## config.mk

```make
export PLATFORM = sky130hd
export DESIGN_NAME = ltpi_i2c_event_sched_flat
export DESIGN_NICKNAME = d
export VERILOG_FILES = /design/src/rtl/ltpi_i2c_event_sched_pkg.sv /design/src/rtl/ltpi_i2c_event_sched_if.sv /design/src/rtl/ltpi_rr_multigrant.sv /design/src/rtl/ltpi_i2c_event_sched.sv /design/src/flat_wrapper.sv
export SDC_FILE = /design/constraint.sdc
export NUM_CORES = 1
export LEC_CHECK = 0
export CAP_MARGIN = 25
export CORE_ASPECT_RATIO = 2
export CORE_MARGIN = 1
export CORE_UTILIZATION = 65
export CTS_CLUSTER_DIAMETER = 40
export DETAILED_ROUTE_END_ITERATION = 10
export PLACE_DENSITY = 0.91
export RECOVER_POWER = 50
export SYNTH_ARGS = -nofsm -noshare
export SYNTH_HDL_FRONTEND = slang
export SYNTH_SLANG_ARGS = --single-unit
```

## constraint.sdc

```tcl
create_clock -name clk -period 84.1 [get_ports clk]
set_input_delay 8.41 -clock clk [delete_from_list [all_inputs] [get_ports clk]]
set_output_delay 8.41 -clock clk [all_outputs]
set_load 0.02 [all_outputs]
```

## src/rtl/ltpi_i2c_event_sched_pkg.sv

```systemverilog
// rtl/ltpi_i2c_event_sched_pkg.sv - shared types and constants for the LTPI I2C event scheduler
package ltpi_i2c_event_sched_pkg;

    localparam int I2C_EV_W = 4;
    localparam logic [I2C_EV_W-1:0] I2C_EV_NONE = 4'h0;

    typedef struct packed {
        logic                vld;
        logic [2:0]          ch;
        logic [I2C_EV_W-1:0] ev;
    } i2c_sched_slot_t;

    typedef enum logic {
        ST_FLUSH = 1'b0,
        ST_RUN   = 1'b1
    } sched_state_e;

    // Next round-robin start index after idx, wrapping at n channels.
    function automatic logic [2:0] rr_next(input logic [2:0] idx, input int n);
        return ((int'(idx) + 1) >= n) ? 3'd0 : idx + 3'd1;
    endfunction

endpackage

```

## src/rtl/ltpi_i2c_event_sched_if.sv

```systemverilog
// rtl/ltpi_i2c_event_sched_if.sv - frame request / slot result interface to the TX builder
interface ltpi_i2c_event_sched_if #(
    parameter int NUM_SLOTS = 2
);
    import ltpi_i2c_event_sched_pkg::*;

    logic                                 frm_req;
    logic                                 frm_done;
    logic [NUM_SLOTS-1:0]                 slot_vld;
    logic [NUM_SLOTS-1:0][2:0]            slot_ch;
    logic [NUM_SLOTS-1:0][I2C_EV_W-1:0]   slot_ev;

    modport master (output frm_req, input frm_done, slot_vld, slot_ch, slot_ev);
    modport slave  (input frm_req, output frm_done, slot_vld, slot_ch, slot_ev);

endinterface

```

## src/rtl/ltpi_rr_multigrant.sv

```systemverilog
// rtl/ltpi_rr_multigrant.sv - rotating-priority scan returning up to NUM_SLOTS grants
module ltpi_rr_multigrant #(
    parameter int NUM_CH    = 6,
    parameter int NUM_SLOTS = 2
) (
    input  logic [NUM_CH-1:0]         req,
    input  logic [2:0]                ptr,
    output logic [NUM_SLOTS-1:0]      gnt_vld,
    output logic [NUM_SLOTS-1:0][2:0] gnt_idx,
    output logic [NUM_CH-1:0]         gnt_mask,
    output logic                      any_gnt,
    output logic [2:0]                last_idx
);

    always_comb begin : p_scan
        int cnt;
        int idx;
        gnt_vld  = '0;
        gnt_idx  = '0;
        gnt_mask = '0;
        any_gnt  = 1'b0;
        last_idx = 3'd0;
        cnt      = 0;
        idx      = 0;
        for (int k = 0; k < NUM_CH; k++) begin
            idx = int'(ptr) + k;
            if (idx >= NUM_CH) begin
                idx = idx - NUM_CH;
            end
            for (int c = 0; c < NUM_CH; c++) begin
                if ((c == idx) && req[c] && (cnt < NUM_SLOTS)) begin
                    for (int s = 0; s < NUM_SLOTS; s++) begin
                        if (s == cnt) begin
                            gnt_vld[s] = 1'b1;
                            gnt_idx[s] = 3'(c);
                        end
                    end
                    gnt_mask[c] = 1'b1;
                    last_idx    = 3'(c);
                    any_gnt     = 1'b1;
                    cnt         = cnt + 1;
                end
            end
        end
    end

endmodule

```

## src/rtl/ltpi_i2c_event_sched.sv

```systemverilog
// rtl/ltpi_i2c_event_sched.sv - round-robin I2C event slot scheduler for LTPI operational frames
// Optional per-channel grant/overflow counters when LTPI_I2C_SCHED_STATS_EN is defined.
module ltpi_i2c_event_sched
    import ltpi_i2c_event_sched_pkg::*;
#(
    parameter int NUM_CH    = 6,
    parameter int NUM_SLOTS = 2
) (
    input  logic                             clk,
    input  logic                             reset,
    input  logic                             link_op,
    input  logic [NUM_CH-1:0]                ch_en,
    input  logic [NUM_CH-1:0][I2C_EV_W-1:0]  ev_in,
    input  logic                             ovf_clr,
    ltpi_i2c_event_sched_if.slave            frm,
    output logic [NUM_CH-1:0]                pending,
    output logic [NUM_CH-1:0]                ovf
`ifdef LTPI_I2C_SCHED_STATS_EN
    ,
    output logic [NUM_CH-1:0][15:0]          grant_cnt,
    output logic [NUM_CH-1:0][15:0]          ovf_cnt
`endif
);

    sched_state_e                     state_q, state_d;
    logic [NUM_CH-1:0][I2C_EV_W-1:0]  hold_q, hold_d;
    logic [NUM_CH-1:0]                pend_q, pend_d;
    logic [NUM_CH-1:0]                ovf_q, ovf_d;
    logic [NUM_CH-1:0]                ovf_set;
    logic [2:0]                       rr_q, rr_d;
    logic                             done_q, done_d;
    i2c_sched_slot_t [NUM_SLOTS-1:0]  slot_q, slot_d;

    logic                             run_act;
    logic                             grant_fire;
    logic [NUM_SLOTS-1:0]             gnt_vld;
    logic [NUM_SLOTS-1:0][2:0]        gnt_idx;
    logic [NUM_CH-1:0]                gnt_mask;
    logic                             any_gnt;
    logic [2:0]                       last_idx;

    ltpi_rr_multigrant #(
        .NUM_CH    (NUM_CH),
        .NUM_SLOTS (NUM_SLOTS)
    ) u_rr (
        .req      (pend_q),
        .ptr      (rr_q),
        .gnt_vld  (gnt_vld),
        .gnt_idx  (gnt_idx),
        .gnt_mask (gnt_mask),
        .any_gnt  (any_gnt),
        .last_idx (last_idx)
    );

    // Only a RUN cycle with the link still operational captures or grants.
    assign run_act    = (state_q == ST_RUN) && link_op;
    assign grant_fire = frm.frm_req && run_act;

    always_comb begin
        state_d = link_op ? ST_RUN : ST_FLUSH;
        hold_d  = hold_q;
        pend_d  = pend_q;
        ovf_set = '0;
        for (int c = 0; c < NUM_CH; c++) begin
            if (!run_act || !ch_en[c]) begin
                pend_d[c] = 1'b0;
            end else if ((ev_in[c] != I2C_EV_NONE) && (!pend_q[c] || (grant_fire && gnt_mask[c]))) begin
                hold_d[c] = ev_in[c];
                pend_d[c] = 1'b1;
            end else begin
                if (ev_in[c] != I2C_EV_NONE) begin
                    ovf_set[c] = 1'b1;
                end
                if (grant_fire && gnt_mask[c]) begin
                    pend_d[c] = 1'b0;
                end
            end
        end
        ovf_d  = (ovf_q & {NUM_CH{~ovf_clr}}) | ovf_set;
        rr_d   = (grant_fire && any_gnt) ? rr_next(last_idx, NUM_CH) : rr_q;
        done_d = frm.frm_req;
        slot_d = '0;
        for (int s = 0; s < NUM_SLOTS; s++) begin
            if (grant_fire && gnt_vld[s]) begin
                slot_d[s].vld = 1'b1;
                slot_d[s].ch  = gnt_idx[s];
                for (int c = 0; c < NUM_CH; c++) begin
                    if (gnt_idx[s] == 3'(c)) begin
                        slot_d[s].ev = hold_q[c];
                    end
                end
            end
        end
    end

    always_ff @(posedge clk or posedge reset) begin
        if (reset) begin
            state_q <= ST_FLUSH;
            hold_q  <= '0;
            pend_q  <= '0;
            ovf_q   <= '0;
            rr_q    <= 3'd0;
            done_q  <= 1'b0;
            slot_q  <= '0;
        end else begin
            state_q <= state_d;
            hold_q  <= hold_d;
            pend_q  <= pend_d;
            ovf_q   <= ovf_d;
            rr_q    <= rr_d;
            done_q  <= done_d;
            slot_q  <= slot_d;
        end
    end

    assign pending      = pend_q;
    assign ovf          = ovf_q;
    assign frm.frm_done = done_q;

    for (genvar s = 0; s < NUM_SLOTS; s++) begin : g_slot
        assign frm.slot_vld[s] = slot_q[s].vld;
        assign frm.slot_ch[s]  = slot_q[s].ch;
        assign frm.slot_ev[s]  = slot_q[s].ev;
    end

`ifdef LTPI_I2C_SCHED_STATS_EN
    logic [NUM_CH-1:0][15:0] grant_cnt_q, grant_cnt_d;
    logic [NUM_CH-1:0][15:0] ovf_cnt_q, ovf_cnt_d;

    // Counters saturate; an overflow coinciding with ovf_clr restarts the count at one.
    always_comb begin
        grant_cnt_d = grant_cnt_q;
        ovf_cnt_d   = ovf_cnt_q;
        for (int c = 0; c < NUM_CH; c++) begin
            if (grant_fire && gnt_mask[c] && (grant_cnt_q[c] != 16'hFFFF)) begin
                grant_cnt_d[c] = grant_cnt_q[c] + 16'd1;
            end
            if (ovf_clr) begin
                ovf_cnt_d[c] = {15'd0, ovf_set[c]};
            end else if (ovf_set[c] && (ovf_cnt_q[c] != 16'hFFFF)) begin
                ovf_cnt_d[c] = ovf_cnt_q[c] + 16'd1;
            end
        end
    end

    always_ff @(posedge clk or posedge reset) begin
        if (reset) begin
            grant_cnt_q <= '0;
            ovf_cnt_q   <= '0;
        end else begin
            grant_cnt_q <= grant_cnt_d;
            ovf_cnt_q   <= ovf_cnt_d;
        end
    end

    assign grant_cnt = grant_cnt_q;
    assign ovf_cnt   = ovf_cnt_q;
`endif

endmodule

```

## src/flat_wrapper.sv

```systemverilog
// flat-port wrapper written by rule: the top's interface ports become plain ports
module ltpi_i2c_event_sched_flat import ltpi_i2c_event_sched_pkg::*;
#(
    parameter int NUM_CH    = 6,
    parameter int NUM_SLOTS = 2
)
  (clk, reset, link_op, ch_en, ev_in, ovf_clr, pending, ovf, frm_frm_req, frm_frm_done, frm_slot_vld, frm_slot_ch, frm_slot_ev);
  ltpi_i2c_event_sched_if #(.NUM_SLOTS(NUM_SLOTS)) frm_i ();
  input  logic clk;
  input  logic reset;
  input  logic link_op;
  input  logic [NUM_CH-1:0] ch_en;
  input  logic [NUM_CH-1:0][I2C_EV_W-1:0] ev_in;
  input  logic ovf_clr;
  output logic [NUM_CH-1:0] pending;
  output logic [NUM_CH-1:0] ovf;
  input wire logic [$bits(frm_i.frm_req)-1:0] frm_frm_req;
  output wire logic [$bits(frm_i.frm_done)-1:0] frm_frm_done;
  output wire logic [$bits(frm_i.slot_vld)-1:0] frm_slot_vld;
  output wire logic [$bits(frm_i.slot_ch)-1:0] frm_slot_ch;
  output wire logic [$bits(frm_i.slot_ev)-1:0] frm_slot_ev;
  assign frm_i.frm_req = frm_frm_req;
  assign frm_frm_done = frm_i.frm_done;
  assign frm_slot_vld = frm_i.slot_vld;
  assign frm_slot_ch = frm_i.slot_ch;
  assign frm_slot_ev = frm_i.slot_ev;
  ltpi_i2c_event_sched #(.NUM_CH(NUM_CH), .NUM_SLOTS(NUM_SLOTS)) u_core (.clk(clk), .reset(reset), .link_op(link_op), .ch_en(ch_en), .ev_in(ev_in), .ovf_clr(ovf_clr), .frm(frm_i), .pending(pending), .ovf(ovf));
endmodule
```

==> run_results.csv, run 1 <==
group,metric,value,unit
clock_tree,cts_resized,0,
status,stop_stage,"global routing",
clock_tree,cts_buffer_depth,2,
status,status,"stopped before the end",
placed_design,gp_congestion,1.18,
global_route,gr-usage-all-layers,72.4,%
global_route,grt_pass1_vias,12046,
yosys,ys_ff_latch,57,
yosys,syn_area_per_cell,7.72,sq um
floorplanning,floorplan.initialDensity,66.3,%
placed_design,post-dp-hpwl,31.1,mm
yosys,netlist_area,8860,sq um
placed_design,dpl_cell_area,9660,sq um
clock_tree,cts_made_buffers,9,
clock_tree,cts_sinks,57,
clock_tree,postCtsHoldBufs,0,
yosys,ys_types,103,
yosys,synth_top_family_by_area,"simple AND/OR/NAND/NOR gates",
yosys,synth_edf_count,0,
status,error,"[ERROR GRT-0116] Global routing finished with congestion. Check the congestion regions in the DRC Viewer.",
global_route,grt_start_max_net_pins,58,
yosys,synth_cells,1147,
clock_tree,cts_root_buf,"clkbuf_16",
floorplanning,rows,60,
yosys,ys_warn_count,0,
placed_design,port_buffers,63,
yosys,synth_compound_area_share,25.1,%
global_route,grt_overflow,302,
clock_tree,htree_levels,3,
floorplanning,fp.dieW,84.5,um
yosys,synthMuxAreaShare,4.28,%
floorplanning,fp.dieH,167,um
yosys,synth_nets,1298,
clock_tree,post_cts_buffers,0,
yosys,ys_seq_area_share,16.1,%
yosys,yosys_most_used_dff,"dfrtp_1",
yosys,synth-xor-area-share,5.38,%
yosys,postSynth.asyncResetShare,100,%
yosys,synth-adder-area-share,16.5,%
yosys,synth-simple-area-share,25.7,%
floorplanning,design.portCount,64,
global_route,grt_pass1_wl,79.4,mm
## Yosys cell counts (16+ instances only)
| cell | n | area, sq um |
|---|---|---|
| o21ai_0 | 56 | 280 |
| a21oi_1 | 44 | 220 |
| dfrtp_1 | 57 | 1430 |
| nor3_1 | 39 | 195 |
| nor2b_1 | 16 | 100 |
| mux2_2 | 29 | 327 |
| inv_1 | 115 | 432 |
| nand2_1 | 123 | 462 |
| a31oi_1 | 16 | 100 |
| nor2_1 | 75 | 282 |
| nand4_1 | 16 | 100 |
| ha_1 | 115 | 1440 |
| and2_1 | 22 | 138 |
| nand3_1 | 43 | 215 |
| xnor2_1 | 21 | 184 |
## routing by layer
metal | overflow | global-route usage (%)
met1 | 1 | 67.1
met2 | 193 | 98.7
met3 | 1 | 50.2
met4 | 107 | 75.1
met5 | 0 | 11.3
## logic make-up after synthesis
| group | Yosys count |
|---|---|
| adder cells (fa/ha/maj) | 116 |
| buffers and inverters | 153 |
| flip-flops | 57 |
| XOR/XNOR | 39 |
| multiplexers | 34 |
| AND/OR/NAND/NOR | 437 |
| AO/OA/AOI/OAI | 311 |
## stage by stage
step                cells  setup slack, ps  hold WS, ps
floorplan            1147            55480          479
global placement     1350            51230          491
detailed placement   1352            50820          521
CTS                  1368            50640          538
==> run 2, diff against run 1 <==
--- a/config.mk
+++ b/config.mk
@@ -6,12 +6,10 @@
 export NUM_CORES = 1
 export LEC_CHECK = 0
 export CAP_MARGIN = 25
-export CORE_ASPECT_RATIO = 2
 export CORE_MARGIN = 1
-export CORE_UTILIZATION = 65
-export CTS_CLUSTER_DIAMETER = 40
+export CORE_UTILIZATION = 40
 export DETAILED_ROUTE_END_ITERATION = 10
-export PLACE_DENSITY = 0.91
+export PLACE_DENSITY_LB_ADDON = 0.15
 export RECOVER_POWER = 50
 export SYNTH_ARGS = -nofsm -noshare
 export SYNTH_HDL_FRONTEND = slang
==> run_results.csv, run 2 <==
group,metric,value,unit
finish,largest_reg_flops,24,
routing,wl_per_cell,22.0,um
global_route,grt_start_max_net_pins,58,
floorplanning,floorplan.initialDensity,40.7,%
yosys,ys_ff_latch,57,
placed_design,dp.cells,1469,
global_route,grt_overflow,0,
yosys,synth.largest_area_cell,"ha_1",
critical_path,critPathArrivalTime,34100,ps
global_route,gr-usage-all-layers,29.2,%
sta,skew,8.17,ps
critical_path,worstReg2RegStart,"u_core.rr_q[1]",
pwr,seq_power_share,10.3,%
yosys,ys_top_cells_by_area,"ha_1 (16%), dfrtp_1 (16%), nand2_1 (5.2%)",
critical_path,crit_path_start,"u_core.rr_q[1]",
clock_tree,htree_levels,3,
finish,largest_register,"u_core.hold_q",
sta,final_max_slew_viol_count,58,
critical_path,cp-endpoint,"u_core.frm.slot_ev[5]",
global_route,grt_busiest_layer,"met2",
yosys,ys_types,103,
critical_path,cp_slowest_cell,"dfrtp_1",
clock_tree,worstSkewPairLatency,330,ps
pwr,vdd_ir_drop_max,0.0000226,V
sta,timing.fmax,29.5,MHz
critical_path,cp.buffers_inverters,12,
critical_path,cp-start-kind,"flip-flop",
yosys,syn_area_per_cell,7.72,sq um
pwr,clkPwrFrac,11.5,%
critical_path,reg2reg_depth,140,
finish,drive_gt1_share,7.97,%
sta,period_needed,33880,ps
routing,drtIter0Drc,708,
clock_tree,cts_root_buf,"clkbuf_16",
critical_path,endpoint_kind,"flip-flop",
floorplanning,core_area,21800,sq um
finish,final_common_cell,"nand2_1",
yosys,synth_cells,1147,
critical_path,path_delay_family,"simple AND/OR/NAND/NOR gates",
pwr,power_density,34.5,nW/um^2
sta,final_hold_viol_count,0,
routing,drtPass1Iterations,7,
yosys,synth_edf_count,0,
routing,viasPerCell,6.11,
routing,vias,9078,
clock_tree,post_cts_buffers,0,
floorplanning,fp.dieH,151,um
critical_path,cp.required,84310,ps
global_route,grt_pass1_vias,8582,
finish,fin_cells,1485,
global_route,grt_pass1_wl,50.2,mm
clock_tree,postCtsHoldBufs,0,
critical_path,path_depth,140,
yosys,netlist_area,8860,sq um
floorplanning,die_area,22700,sq um
pwr,p_sw,192,uW
floorplanning,design.portCount,64,
global_route,grt_util_met1,41.8,%
clock_tree,cts_made_buffers,9,
critical_path,path_max_fanout,18,
clock_tree,cts_sinks,57,
placed_design,post-dp-hpwl,26.8,mm
critical_path,reg2reg_to,"u_core.frm.slot_ev[5]",
yosys,synth_most_common_cell,"nand2_1",
status,violations,"capacitance limit, slew limit",
finish,layout_common_cells,"nand2_1 (123), ha_1 (115), inv_1 (114)",
global_route,antenna_found_initial,1,
status,status,"finished with violations",
placed_design,port_buffers,63,
routing,drc_errors,0,
yosys,ys_warn_count,0,
yosys,postSynth.asyncResetShare,100,%
yosys,synth_nets,1298,
sta,finalSetupTns,0,ps
flow_run,cap_viol_max_count,1,
yosys,ys_top_cells_by_count,"nand2_1 (123), ha_1 (115), inv_1 (115)",
critical_path,cpPeakStageDelay,720,ps
yosys,yosys_most_used_dff,"dfrtp_1",
clock_tree,path_clk_slew,50,ps
clock_tree,cts_resized,0,
hold_path,min_path_type,"flip-flop to flip-flop",
sta,worstMarginPinSlew,3010,ps
finish,n_antenna_cell,0,
pwr,swShare,55.2,%
placed_design,gp_congestion,1.01,
sta,timing.slew.headroom,-101,%
clock_tree,cts_tree,"yes",
critical_path,r2r_slack,50220,ps
floorplanning,rows,54,
finish,area_growth,13.8,%
yosys,ys_seq_area_share,16.1,%
global_route,grtUsageMet2,41.8,%
floorplanning,fp.dieW,151,um
global_route,grtUsageMet3,8.19,%
sta,fin_crit_sh,40.3,%
clock_tree,cts_buffer_depth,2,
routing,postRouteAntennaNets,0,
pwr,p_int,156,uW
finish,nets,1351,
sta,finalSetupViolations,0,
critical_path,path_common_cell,"ha_1",
critical_path,critPathKind,"flip-flop to flip-flop",
sta,rsz0062_at_grt,"false",
pwr,power_leakage,0.00462,uW
routing,routed_wl,32.7,mm
pwr,power_frac_comb,78.2,%
yosys,synth_top_cell_area_share,16.2,%
==> run 2: metal layers <==
layer  wire length [um]  share of wire [%]  vias up
li1                   -                  -     4291
met1              15000                 46     4278
met2              13300                 41      435
met3               3220                9.9       72
met4               1130                3.5        2
met5                 18              0.055        -
==> run 2: worst min-delay path by stage <==
stage | startpoint | to | slack [ps] | cells past startpoint
floorplan | u_core.hold_q[2] | u_core.hold_q[2] | 480 | 1
global placement | u_core.hold_q[7] | u_core.hold_q[7] | 490 | 1
detailed placement | u_core.hold_q[7] | u_core.hold_q[7] | 500 | 1
CTS | u_core.hold_q[7] | u_core.hold_q[7] | 510 | 1
global route | u_core.hold_q[7] | u_core.hold_q[7] | 540 | 1
finish | u_core.hold_q[7] | u_core.hold_q[7] | 510 | 1
==> run 2: cell families after synthesis <==
group	share of synthesized area, %
AND/OR/NAND/NOR	25.7
AO/OA/AOI/OAI	25.1
buffers and inverters	7.01
adder cells (fa/ha/maj)	16.5
flip-flops	16.1
XOR/XNOR	5.38
multiplexers	4.28
==> run 2: stage by stage <==
step	util (%)	setup WS (ps)	total power (uW)	cell area [sq um]	hold slack (ps)
2_1_floorplan	-	55480	228	8860	479
3_3_place_gp	44.8	51390	304	9750	494
3_5_place_dp	44.8	50950	301	9750	495
4_1_cts	46.3	50840	344	10100	507
5_1_grt	46.3	47980	378	10100	544
6_report	46.3	50220	348	10100	507
==> run 2: layout make-up <==
class,count,area [sq um]
Multi-Input combinational cell,937,6810
Clock buffer,10,239
Tap cell,280,350
Clock inverter,6,90.1
Sequential cell,57,1430
Fill cell,2236,11700
Inverter,121,457
Timing Repair Buffer,74,707
==> run 2: power by group through the flow <==
stage | sequential [uW] | combinational [uW] | clock, uW
finish | 35.9 | 272 | 40.0
CTS | 35.9 | 268 | 40.6
global route | 36.6 | 300 | 41.6
global placement | 36.2 | 267 | 0
detailed placement | 36.4 | 265 | 0
floorplan | 36.1 | 192 | 0
(Power assumes the default switching activity.)
